## config.mk

```make
export PLATFORM = sky130hd
export DESIGN_NAME = alu_ctrl_seq
export DESIGN_NICKNAME = d
export VERILOG_FILES = /design/src/rtl/alu_ctrl_pkg.sv /design/src/rtl/alu_md_iter.sv /design/src/rtl/alu_ctrl_seq.sv
export SDC_FILE = /design/constraint.sdc
export NUM_CORES = 1
export LEC_CHECK = 0
export CORE_MARGIN = 2
export CORE_UTILIZATION = 57
export DETAILED_ROUTE_END_ITERATION = 8
export PLACE_DENSITY = 0.82
export SKIP_LAST_GASP = 1
export SLEW_MARGIN = 0
export SYNTH_ARGS = -nofsm -noshare
export SYNTH_HDL_FRONTEND = slang
export SYNTH_HIERARCHICAL = 1
export SYNTH_SLANG_ARGS = --single-unit
```

## constraint.sdc

```tcl
create_clock -name clk_i -period 4.26 [get_ports clk_i]
set_clock_uncertainty 0.15 [all_clocks]
set_input_delay 0.852 -clock clk_i [delete_from_list [all_inputs] [get_ports clk_i]]
set_output_delay 0.852 -clock clk_i [all_outputs]
set_load 0.02 [all_outputs]
```

## src/rtl/alu_ctrl_pkg.sv

```systemverilog
// Shared encodings for the ALU controller and its multiply/divide sequencer:
// funct fields, ALUOp classes, 4-bit ALU control words and sequencer states.
package alu_ctrl_pkg;

  localparam logic [5:0] FN_ADD   = 6'h20;
  localparam logic [5:0] FN_SUB   = 6'h22;
  localparam logic [5:0] FN_AND   = 6'h24;
  localparam logic [5:0] FN_OR    = 6'h25;
  localparam logic [5:0] FN_NOR   = 6'h27;
  localparam logic [5:0] FN_SLT   = 6'h2A;
  localparam logic [5:0] FN_MFHI  = 6'h10;
  localparam logic [5:0] FN_MFLO  = 6'h12;
  localparam logic [5:0] FN_MULT  = 6'h18;
  localparam logic [5:0] FN_MULTU = 6'h19;
  localparam logic [5:0] FN_DIV   = 6'h1A;
  localparam logic [5:0] FN_DIVU  = 6'h1B;

  localparam logic [2:0] ALUOP_MEM   = 3'b000;
  localparam logic [2:0] ALUOP_BEQ   = 3'b001;
  localparam logic [2:0] ALUOP_RTYPE = 3'b010;
  localparam logic [2:0] ALUOP_SLTI  = 3'b011;
  localparam logic [2:0] ALUOP_ORI   = 3'b100;
  localparam logic [2:0] ALUOP_ANDI  = 3'b101;

  localparam logic [3:0] CTRL_AND  = 4'b0000;
  localparam logic [3:0] CTRL_OR   = 4'b0001;
  localparam logic [3:0] CTRL_ADD  = 4'b0010;
  localparam logic [3:0] CTRL_SUB  = 4'b0110;
  localparam logic [3:0] CTRL_SLT  = 4'b0111;
  localparam logic [3:0] CTRL_MFHI = 4'b1000;
  localparam logic [3:0] CTRL_MFLO = 4'b1001;
  localparam logic [3:0] CTRL_MD   = 4'b1010;
  localparam logic [3:0] CTRL_NOR  = 4'b1100;
  localparam logic [3:0] CTRL_ILL  = 4'b1111;

  typedef enum logic [1:0] {
    ST_IDLE = 2'd0,
    ST_BUSY = 2'd1,
    ST_DONE = 2'd2
  } md_state_e;

endpackage

```

## src/rtl/alu_md_iter.sv

```systemverilog
// One-bit-per-step shift-add multiplier / restoring divider on operand magnitudes.
// The divider half exists only when ALU_CTRL_DIV_EN is defined.
module alu_md_iter
  import alu_ctrl_pkg::*;
#(
  parameter int WIDTH = 32
) (
  input  logic             clk_i,
  input  logic             rst_i,
`ifdef ALU_CTRL_DIV_EN
  input  logic             div_i,
`endif
  input  logic             start_i,
  input  logic             step_i,
  input  logic             last_i,
  input  logic             sgn_i,
  input  logic [WIDTH-1:0] a_i,
  input  logic [WIDTH-1:0] b_i,
  output logic [WIDTH-1:0] res_hi_o,
  output logic [WIDTH-1:0] res_lo_o
);

  logic [WIDTH-1:0] acc_hi_q, acc_hi_d, acc_lo_q, acc_lo_d, opnd_q, opnd_d;
  logic             neg_q, neg_d, rneg_q, rneg_d;
  logic [WIDTH-1:0] a_mag, b_mag, nxt_hi, nxt_lo;
  logic [WIDTH:0]   sum;
  logic [2*WIDTH-1:0] prod;
`ifdef ALU_CTRL_DIV_EN
  logic             div_q, div_d;
  logic [WIDTH:0]   shifted, trial;
`endif

  always_comb begin
    a_mag = (sgn_i && a_i[WIDTH-1]) ? -a_i : a_i;
    b_mag = (sgn_i && b_i[WIDTH-1]) ? -b_i : b_i;
    // Multiply: {carry, hi, lo} shifts right, lo holds the remaining multiplier bits.
    sum    = {1'b0, acc_hi_q} + (acc_lo_q[0] ? {1'b0, opnd_q} : '0);
    nxt_hi = sum[WIDTH:1];
    nxt_lo = {sum[0], acc_lo_q[WIDTH-1:1]};
`ifdef ALU_CTRL_DIV_EN
    shifted = {acc_hi_q, acc_lo_q[WIDTH-1]};
    trial   = shifted - {1'b0, opnd_q};
    if (div_q) begin
      if (!trial[WIDTH]) begin
        nxt_hi = trial[WIDTH-1:0];
        nxt_lo = {acc_lo_q[WIDTH-2:0], 1'b1};
      end else begin
        nxt_hi = shifted[WIDTH-1:0];
        nxt_lo = {acc_lo_q[WIDTH-2:0], 1'b0};
      end
    end
`endif
    prod     = {nxt_hi, nxt_lo};
    res_hi_o = nxt_hi;
    res_lo_o = nxt_lo;
    // Sign fix-up is applied only to the value produced by the final step.
    if (last_i) begin
`ifdef ALU_CTRL_DIV_EN
      if (div_q) begin
        res_lo_o = neg_q  ? -nxt_lo : nxt_lo;
        res_hi_o = rneg_q ? -nxt_hi : nxt_hi;
      end else if (neg_q) begin
        {res_hi_o, res_lo_o} = -prod;
      end
`else
      if (neg_q) {res_hi_o, res_lo_o} = -prod;
`endif
    end
  end

  always_comb begin
    acc_hi_d = acc_hi_q;
    acc_lo_d = acc_lo_q;
    opnd_d   = opnd_q;
    neg_d    = neg_q;
    rneg_d   = rneg_q;
`ifdef ALU_CTRL_DIV_EN
    div_d    = div_q;
`endif
    if (start_i) begin
      acc_hi_d = '0;
      neg_d    = sgn_i & (a_i[WIDTH-1] ^ b_i[WIDTH-1]);
      rneg_d   = sgn_i & a_i[WIDTH-1];
      acc_lo_d = b_mag;
      opnd_d   = a_mag;
`ifdef ALU_CTRL_DIV_EN
      div_d    = div_i;
      if (div_i) begin
        acc_lo_d = a_mag;
        opnd_d   = b_mag;
      end
`endif
    end else if (step_i) begin
      acc_hi_d = nxt_hi;
      acc_lo_d = nxt_lo;
    end
  end

  always_ff @(posedge clk_i) begin
    if (!rst_i) begin
      acc_hi_q <= '0;
      acc_lo_q <= '0;
      opnd_q   <= '0;
      neg_q    <= 1'b0;
      rneg_q   <= 1'b0;
`ifdef ALU_CTRL_DIV_EN
      div_q    <= 1'b0;
`endif
    end else begin
      acc_hi_q <= acc_hi_d;
      acc_lo_q <= acc_lo_d;
      opnd_q   <= opnd_d;
      neg_q    <= neg_d;
      rneg_q   <= rneg_d;
`ifdef ALU_CTRL_DIV_EN
      div_q    <= div_d;
`endif
    end
  end

endmodule

```

## src/rtl/alu_ctrl_seq.sv

```systemverilog
// ALU control decode plus HI/LO owner and multi-cycle MULT/DIV sequencer with interlock.
// DIV/DIVU are decoded and executed only when ALU_CTRL_DIV_EN is defined.
module alu_ctrl_seq
  import alu_ctrl_pkg::*;
#(
  parameter int WIDTH   = 32,
  parameter int ALUOP_W = 3
) (
  input  logic               clk_i,
  input  logic               rst_i,
  input  logic               valid_i,
  input  logic [ALUOP_W-1:0] ALUOp_i,
  input  logic [5:0]         funct_i,
  input  logic [WIDTH-1:0]   src1_i,
  input  logic [WIDTH-1:0]   src2_i,
  output logic [3:0]         ALUCtrl_o,
  output logic               illegal_o,
  output logic               stall_o,
  output logic               md_done_o,
  output logic [WIDTH-1:0]   hi_o,
  output logic [WIDTH-1:0]   lo_o,
  output logic [1:0]         state_o
);

  localparam int CW = $clog2(WIDTH) + 1;

  md_state_e        state_q, state_d;
  logic [CW-1:0]    cnt_q, cnt_d;
  logic [WIDTH-1:0] hi_q, hi_d, lo_q, lo_d, res_hi, res_lo;
  logic             is_mul, is_div, is_mf, is_md, sgn, issue, div0;
  logic             start, step, last;

  always_comb begin
    ALUCtrl_o = CTRL_ILL;
    is_mul    = 1'b0;
    is_div    = 1'b0;
    is_mf     = 1'b0;
    sgn       = 1'b0;
    case (ALUOp_i)
      ALUOP_W'(ALUOP_MEM):  ALUCtrl_o = CTRL_ADD;
      ALUOP_W'(ALUOP_BEQ):  ALUCtrl_o = CTRL_SUB;
      ALUOP_W'(ALUOP_SLTI): ALUCtrl_o = CTRL_SLT;
      ALUOP_W'(ALUOP_ORI):  ALUCtrl_o = CTRL_OR;
      ALUOP_W'(ALUOP_ANDI): ALUCtrl_o = CTRL_AND;
      ALUOP_W'(ALUOP_RTYPE): begin
        case (funct_i)
          FN_ADD:   ALUCtrl_o = CTRL_ADD;
          FN_SUB:   ALUCtrl_o = CTRL_SUB;
          FN_AND:   ALUCtrl_o = CTRL_AND;
          FN_OR:    ALUCtrl_o = CTRL_OR;
          FN_NOR:   ALUCtrl_o = CTRL_NOR;
          FN_SLT:   ALUCtrl_o = CTRL_SLT;
          FN_MFHI:  begin ALUCtrl_o = CTRL_MFHI; is_mf = 1'b1; end
          FN_MFLO:  begin ALUCtrl_o = CTRL_MFLO; is_mf = 1'b1; end
          FN_MULT:  begin ALUCtrl_o = CTRL_MD; is_mul = 1'b1; sgn = 1'b1; end
          FN_MULTU: begin ALUCtrl_o = CTRL_MD; is_mul = 1'b1; end
`ifdef ALU_CTRL_DIV_EN
          FN_DIV:   begin ALUCtrl_o = CTRL_MD; is_div = 1'b1; sgn = 1'b1; end
          FN_DIVU:  begin ALUCtrl_o = CTRL_MD; is_div = 1'b1; end
`endif
          default:  ALUCtrl_o = CTRL_ILL;
        endcase
      end
      default: ALUCtrl_o = CTRL_ILL;
    endcase
  end

  // Only md ops and HI/LO reads wait for a running sequence; everything else flows past it.
  assign is_md     = is_mul | is_div;
  assign illegal_o = valid_i & (ALUCtrl_o == CTRL_ILL);
  assign stall_o   = valid_i & (state_q == ST_BUSY) & (is_mf | is_md);
  assign issue     = valid_i & is_md & (state_q != ST_BUSY);
  assign div0      = is_div & (src2_i == '0);

  always_comb begin
    state_d = state_q;
    cnt_d   = cnt_q;
    hi_d    = hi_q;
    lo_d    = lo_q;
    start   = 1'b0;
    step    = 1'b0;
    last    = 1'b0;
    case (state_q)
      ST_BUSY: begin
        step = 1'b1;
        if (cnt_q == CW'(WIDTH - 1)) begin
          last    = 1'b1;
          hi_d    = res_hi;
          lo_d    = res_lo;
          state_d = ST_DONE;
        end else begin
          cnt_d = cnt_q + CW'(1);
        end
      end
      default: begin
        state_d = ST_IDLE;
        if (issue) begin
          cnt_d = '0;
          if (div0) begin
            hi_d    = src1_i;
            lo_d    = '1;
            state_d = ST_DONE;
          end else begin
            start   = 1'b1;
            state_d = ST_BUSY;
          end
        end
      end
    endcase
  end

  always_ff @(posedge clk_i) begin
    if (!rst_i) begin
      state_q <= ST_IDLE;
      cnt_q   <= '0;
      hi_q    <= '0;
      lo_q    <= '0;
    end else begin
      state_q <= state_d;
      cnt_q   <= cnt_d;
      hi_q    <= hi_d;
      lo_q    <= lo_d;
    end
  end

  assign md_done_o = (state_q == ST_DONE);
  assign hi_o      = hi_q;
  assign lo_o      = lo_q;
  assign state_o   = state_q;

  alu_md_iter #(.WIDTH(WIDTH)) u_md (
    .clk_i    (clk_i),
    .rst_i    (rst_i),
`ifdef ALU_CTRL_DIV_EN
    .div_i    (is_div),
`endif
    .start_i  (start),
    .step_i   (step),
    .last_i   (last),
    .sgn_i    (sgn),
    .a_i      (src1_i),
    .b_i      (src2_i),
    .res_hi_o (res_hi),
    .res_lo_o (res_lo)
  );

endmodule

```

==> results of run 1 <==
## per-layer routing
layer  global-route usage, %  wire, microns
met4                   6.923            411
met2                   41.15          12930
met1                   41.47          14820
met5                       0              0
met3                   5.807           2663
## cell usage after synthesis (11+ instances only)
master / number / area [sq um]
clkbuf_1: 54 / 202.7
xnor2_1: 66 / 578.1
mux2i_1: 61 / 610.6
nand2_1: 267 / 1002
nor2b_1: 19 / 118.9
nor2_1: 117 / 439.2
and2_1: 43 / 269.0
or3_1: 17 / 106.4
nand2b_1: 17 / 106.4
o31ai_1: 13 / 97.59
o21ai_1: 11 / 55.05
nor3_1: 12 / 60.06
ha_1: 36 / 450.4
buf_2: 15 / 75.07
nor4_1: 14 / 87.58
a211oi_1: 17 / 127.6
xor2_1: 67 / 586.8
a21oi_1: 145 / 725.7
o21ai_0: 62 / 310.3
o211a_1: 51 / 510.5
nand3_1: 24 / 120.1
inv_1: 27 / 101.4
dfxtp_1: 169 / 3383
## stage by stage
| stage | instance area (sq um) | worst slack [ps] | util [%] |
|---|---|---|---|
| floorplan | 11640 | 613.0 | - |
| CTS | 13920 | 170.1 | 69.02 |
| finish | 13980 | 143.1 | 69.32 |
| global placement | 13360 | 286.5 | 66.25 |
| global route | 13980 | 15.15 | 69.32 |
| detailed placement | 13360 | 218.9 | 66.25 |
## registers in the layout (all words and copies together), names as in the netlist
signal,cells
hi_o,32
lo_o,32
u_md/acc_hi_q,32
u_md/acc_lo_q,32
u_md/opnd_q,32
cnt_q,6
state_o,2
u_md/neg_q,1
## critical path, delay by kind of cell (launching register included)
family / cells / cell delay, ps
flip-flops: 1 / 350
buffers and inverters: 2 / 260
adder cells (fa/ha/maj): 2 / 820
AO/OA/AOI/OAI: 3 / 720
AND/OR/NAND/NOR: 8 / 1490
XOR/XNOR: 1 / 200
## final cells by class
| class | count | area share (%) |
|---|---|---|
| multi-input combinational | 1212 | 55.84 |
| sequential | 169 | 24.20 |
| clock inverter | 9 | 0.6712 |
| tap | 270 | 2.416 |
| clock buffer | 22 | 3.320 |
| timing repair buffer | 187 | 12.77 |
| inverter | 29 | 0.7786 |
## cell families after synthesis
kind of cell | synth area share, %
compound gates | 21.43
xor+xnor | 10.01
fa+ha+maj | 4.041
buf+inv | 4.235
flops | 29.06
mux | 5.535
simple gates | 25.69
## what timing repair did
| item | CTS | global route |
|---|---|---|
| setup endpoints to repair | 0 | 15 |
| gates resized for setup | 0 | 10 |
| buffers inserted | 0 | 2 |
## how the worst max path moves through the flow
stage	endpoint	from	depth (start not counted)	slack, ps
after floorplan	hi_o[30]	u_md/acc_lo_q[0]	15	610
final	hi_o[27]	u_md/opnd_q[0]	16	140
after CTS	hi_o[28]	u_md/opnd_q[0]	16	170
after detailed placement	hi_o[28]	u_md/acc_lo_q[0]	15	220
after global placement	hi_o[28]	u_md/acc_lo_q[0]	15	290
after global routing	hi_o[27]	u_md/opnd_q[0]	16	20
## power by group through the flow
stage | Clock (mW) | Combinational, mW | Sequential [mW]
6_report | 1.47 | 0.235 | 1.58
5_1_grt | 1.55 | 0.254 | 1.58
4_1_cts | 1.49 | 0.232 | 1.58
3_5_place_dp | 0 | 0.231 | 1.62
3_3_place_gp | 0 | 0.227 | 1.62
2_1_floorplan | 0 | 0.101 | 1.62
==> results.yml, run 1 <==
finish:
  mostFrequentLayoutCell: "nand2_1"
  final_cell_mix: "nand2_1 (267), dfxtp_1 (169), clkdlybuf4s50_1 (147), a21oi_1 (140), nor2_1 (117)"
  fin_cells: 1898
  synthToLayoutAreaGrowth_pct: 20.10
  seq_area_sq_um: 3383
  antenna_cells: 0
  fillers: 1679
  drive_gt1_share_pct: 7.432
  layout.nets: 1729
  multi_input_area_sq_um: 7807
pwr:
  intPower_mw: 2.530
  switching_share_pct: 23.06
  ir_drop_uv: 218.7
  clkPwrFrac_pct: 44.7
  p_seq_share_pct: 48.1
  cellLeakagePower_nw: 5.695
  power_mw: 3.289
  powerDensity_nw_per_um2: 235.2
  comb_power_share_pct: 7.2
  switchingPower_mw: 0.7584
worst_setup_path:
  critPathMaxStageDelay_ps: 610
  criticalPathCategory: "reg -> reg"
  path_common_cell: "nand2_1"
  critPathSlowestCell: "fa_1"
  crit_path_end_kind: "flop"
  crit_arrival_ps: 4270
  r2r_end: "hi_o[27]"
  r2r-start: "u_md/opnd_q[0]"
  crit_chain: "and2_1, ha_1, inv_1, fa_1, nand2_1, or2_2, a2111oi_1, nand2_1, nor2_1, nand4_1, buf_4, nor4_2, a21oi_1, xor2_1, nand2_1, a21oi_1"
  critPathMaxFanout: 5
  rrSetupSlack_ps: 140
  start_kind: "flop"
  cp_data_required_time_ps: 4410
  worst-r2r-cell-count: 16
global_route:
  grt_overflow: 0
  first_global_vias: 10012
  grt_pass1_wl_microns: 49720
  grt_usage_pct: 27.85
  antenna_found_initial: 0
  grt_max_degree: 79
run_status:
  status: "finished, final reports clean"
logic_synthesis:
  synth_nets: 1607
  yosys_warnings: 6
  synth-main-ff-cell: "dfxtp_1"
  synth_seq_cells: 169
  async_reset_ff_share_pct: 0
  synth-edff-count: 0
  netlist_instances: 1494
  avgSynthCellArea_sq_um: 7.792
  synthesis.area_sq_um: 11640
  seq_area_frac_synth_pct: 29.06
  ys_types: 92
floorplan:
  core-area_sq_um: 20170
  die_h_microns: 146.9
  die_w_microns: 146.9
  start_util_pct: 57.72
  die_area_sq_um: 21580
  num_rows: 52
  io_pins: 149
clock_tree:
  cts.path.max_buffers: 2
  clk_latency_ps: 420
  root_buffer: "clkbuf_16"
  clock_sinks: 169
  cts_hold_buf: 0
  path_clk_slew_ps: 70
  htree_levels: 4
  cts-buffers-inserted: 17
  cts_tree: "yes"
timing:
  fin_tns_setup_ps: 0
  fin_crit_ps: 4117
  whs_ps: 302.8
  fin_crit_sh_pct: 96.64
  max_slew.worst_pin.slew_ps: 1143
  finalHoldViolCount: 0
  relSlewSlack_pct: 23.64
  setup-violations-final: 0
  slew_viol_final: 0
  fmax_mhz: 242.9
  rsz0062_at_grt: "false"
drt:
  drc: 0
  dr.pass1.iters: 5
  routed_via_density: 5.852
  drt-total-wl_microns: 30820
  num_vias: 11108
  ant_nets: 0
  wl_per_cell_microns: 16.24
  initialDrtViolationCount: 918
placed_design:
  io_buffers: 148
  hpwl_microns: 23220
  place.gp.congestion: 0.9736
  dp.cells: 1865
hold_path:
  worst_hold_startpoint: "lo_o[1]"
  hold_path_end: "lo_o[1]"
  hold_class: "reg -> reg"
  hold_depth: 2
run:
  maxCapViolCount: 0
Note: power is estimated with default switching activity, not from simulation.
==> inputs of run 2 (changes only) <==
--- a/config.mk
+++ b/config.mk
@@ -6,9 +6,9 @@
 export NUM_CORES = 1
 export LEC_CHECK = 0
 export CORE_MARGIN = 2
-export CORE_UTILIZATION = 57
+export CORE_UTILIZATION = 40
 export DETAILED_ROUTE_END_ITERATION = 8
-export PLACE_DENSITY = 0.82
+export RECOVER_POWER = 25
 export SKIP_LAST_GASP = 1
 export SLEW_MARGIN = 0
 export SYNTH_ARGS = -nofsm -noshare
==> run 2 against run 1 <==
  * Worst setup slack improved by 25 ps
  * Via count fell by 3.0%
  * Critical path type unchanged
  * Largest cell class unchanged
  * Fmax up 0.61%
==> results.yml, run 2 (same netlist as run 1, synthesis figures left out) <==
worst_setup_path:
  worst-r2r-cell-count: 16
  critPathMaxFanout: 24
  crit_path_start: "u_md/acc_lo_q[0]"
  r2r-start: "u_md/acc_lo_q[0]"
  r2r_end: "hi_o[31]"
  rrSetupSlack_ps: 170
  cp_data_required_time_ps: 4460
  start_kind: "flop"
  critPathMaxStageDelay_ps: 400
  crit_chain: "buf_4, buf_4, and2_1, ha_1, a21oi_1, o21ai_1, a211o_1, or2_1, o21ai_2, o21ai_0, a22o_1, mux2_2, a41oi_1, xor2_1, nand2_1, a21oi_1"
  cp_top_family: "compound AO/OA/AOI/OAI gates"
  crit_path_end_kind: "flop"
  criticalPathCategory: "reg -> reg"
  cp.depth: 16
  cp_num_buf_inv: 2
  critPathSlowestCell: "ha_1"
  worstSetupEndpoint: "hi_o[31]"
  crit_arrival_ps: 4290
timing:
  setup-violations-final: 0
  finalHoldViolCount: 0
  slew_viol_final: 0
  relSlewSlack_pct: 15.23
  fmax_mhz: 244.4
  fin_crit_ps: 4092
  fin_crit_sh_pct: 96.06
  rsz0062_at_grt: "true"
  fin_tns_setup_ps: 0
  final.setup.worst_slack_ps: 168.0
  max_slew.worst_pin.slew_ps: 1272
finish:
  final_cell_mix: "nand2_1 (267), dfxtp_1 (169), a21oi_1 (142), nor2_1 (117), clkdlybuf4s50_1 (95)"
  mostFrequentLayoutCell: "nand2_1"
  drive_gt1_share_pct: 7.941
  antenna_cells: 0
  synthToLayoutAreaGrowth_pct: 22.25
  fin_cells: 2021
  fillers: 2850
  layout.nets: 1738
  fin_area_sq_um: 14230
placed_design:
  dpl_cell_area_sq_um: 13570
  place.gp.congestion: 0.9240
  place_ws_ps: 242.5
  hpwl_microns: 24770
  io_buffers: 148
  dp.cells: 1987
drt:
  num_vias: 10771
  dr.pass1.iters: 5
  ant_nets: 0
  wl_per_cell_microns: 16.00
  drc: 0
  initialDrtViolationCount: 748
  routed_via_density: 5.330
  drt-total-wl_microns: 32330
floorplan:
  core-area_sq_um: 28700
  die_area_sq_um: 30480
  die_h_microns: 174.6
  start_util_pct: 40.56
  io_pins: 149
  die_w_microns: 174.6
  num_rows: 62
clock_tree:
  cts_tree: "yes"
  cts.path.max_buffers: 2
  clk_latency_ps: 430
  path_clk_slew_ps: 70
  cts-buffers-inserted: 17
  clock_sinks: 169
  root_buffer: "clkbuf_16"
  htree_levels: 4
pwr:
  powerDensity_nw_per_um2: 242.6
  power_mw: 3.452
  ir_drop_uv: 290.3
  cellLeakagePower_nw: 5.954
global_route:
  antenna_found_initial: 0
  grt_max_degree: 72
  grt_pass1_wl_microns: 52140
  grt_usage_pct: 20.85
  grt_overflow: 0
  first_global_vias: 9882
run_status:
  status: "finished, final reports clean"
hold_path:
  hold_class: "reg -> reg"
run:
  maxCapViolCount: 0
run 2: worst register-to-register path: stages (launching register included):
cell	delay (ps)
dfxtp_1	310
buf_4	150
buf_4	200
and2_1	180
ha_1	400
a21oi_1	260
o21ai_1	150
a211o_1	380
or2_1	270
o21ai_2	240
o21ai_0	140
a22o_1	240
mux2_2	320
a41oi_1	240
xor2_1	190
nand2_1	60
a21oi_1	140
run 2: power breakdown:
| group | switching, mW | total, mW | internal [mW] |
|---|---|---|---|
| Sequential | 0.00172 | 1.58 | 1.58 |
| Combinational | 0.125 | 0.240 | 0.114 |
| Clock | 0.656 | 1.63 | 0.974 |
run 2: worst min path at each step:
stage                     depth (start not counted)  slack, ps      from        to
after global placement                            2        300   hi_o[2]   hi_o[2]
after floorplan                                   2        290  cnt_q[5]  cnt_q[5]
after global routing                              2        330  hi_o[25]  hi_o[25]
final                                             2        300  hi_o[14]  hi_o[14]
after detailed placement                          2        300  hi_o[10]  hi_o[10]
after CTS                                         2        310  hi_o[10]  hi_o[10]
run 2: cell type report:
class	count	area, sq um	area share [%]
Clock inverter	9	138.9	0.9759
Tap cell	384	480.5	3.376
Clock buffer	22	474.2	3.332
Multi-Input combinational cell	1212	7802	54.83
Timing Repair Buffer	196	1843	12.95
Inverter	29	108.9	0.7649
Sequential cell	169	3383	23.77
run 2: timing repair:
action,in CTS,in global routing
setup buffers,0,3
gates resized for setup,0,9
hold buffers,0,0
hold endpoints to repair,0,0
setup endpoints to repair,0,14
run 2: through the flow:
stage               hold slack [ps]  util, %
floorplan                     290.8        -
global placement              295.8    47.26
detailed placement            297.1    47.26
CTS                           305.8    49.40
global route                  326.4    49.58
finish                        299.7    49.58
run 2: layer usage:
metal	share of wire, %	vias to the layer above	global-route usage (%)	routed length [microns]
li1	-	5521	-	-
met1	54	4946	33.19	17450
met2	40	285	29.10	12780
met3	5.4	19	3.198	1749
met4	1.1	0	4.479	348
met5	0	-	0	0
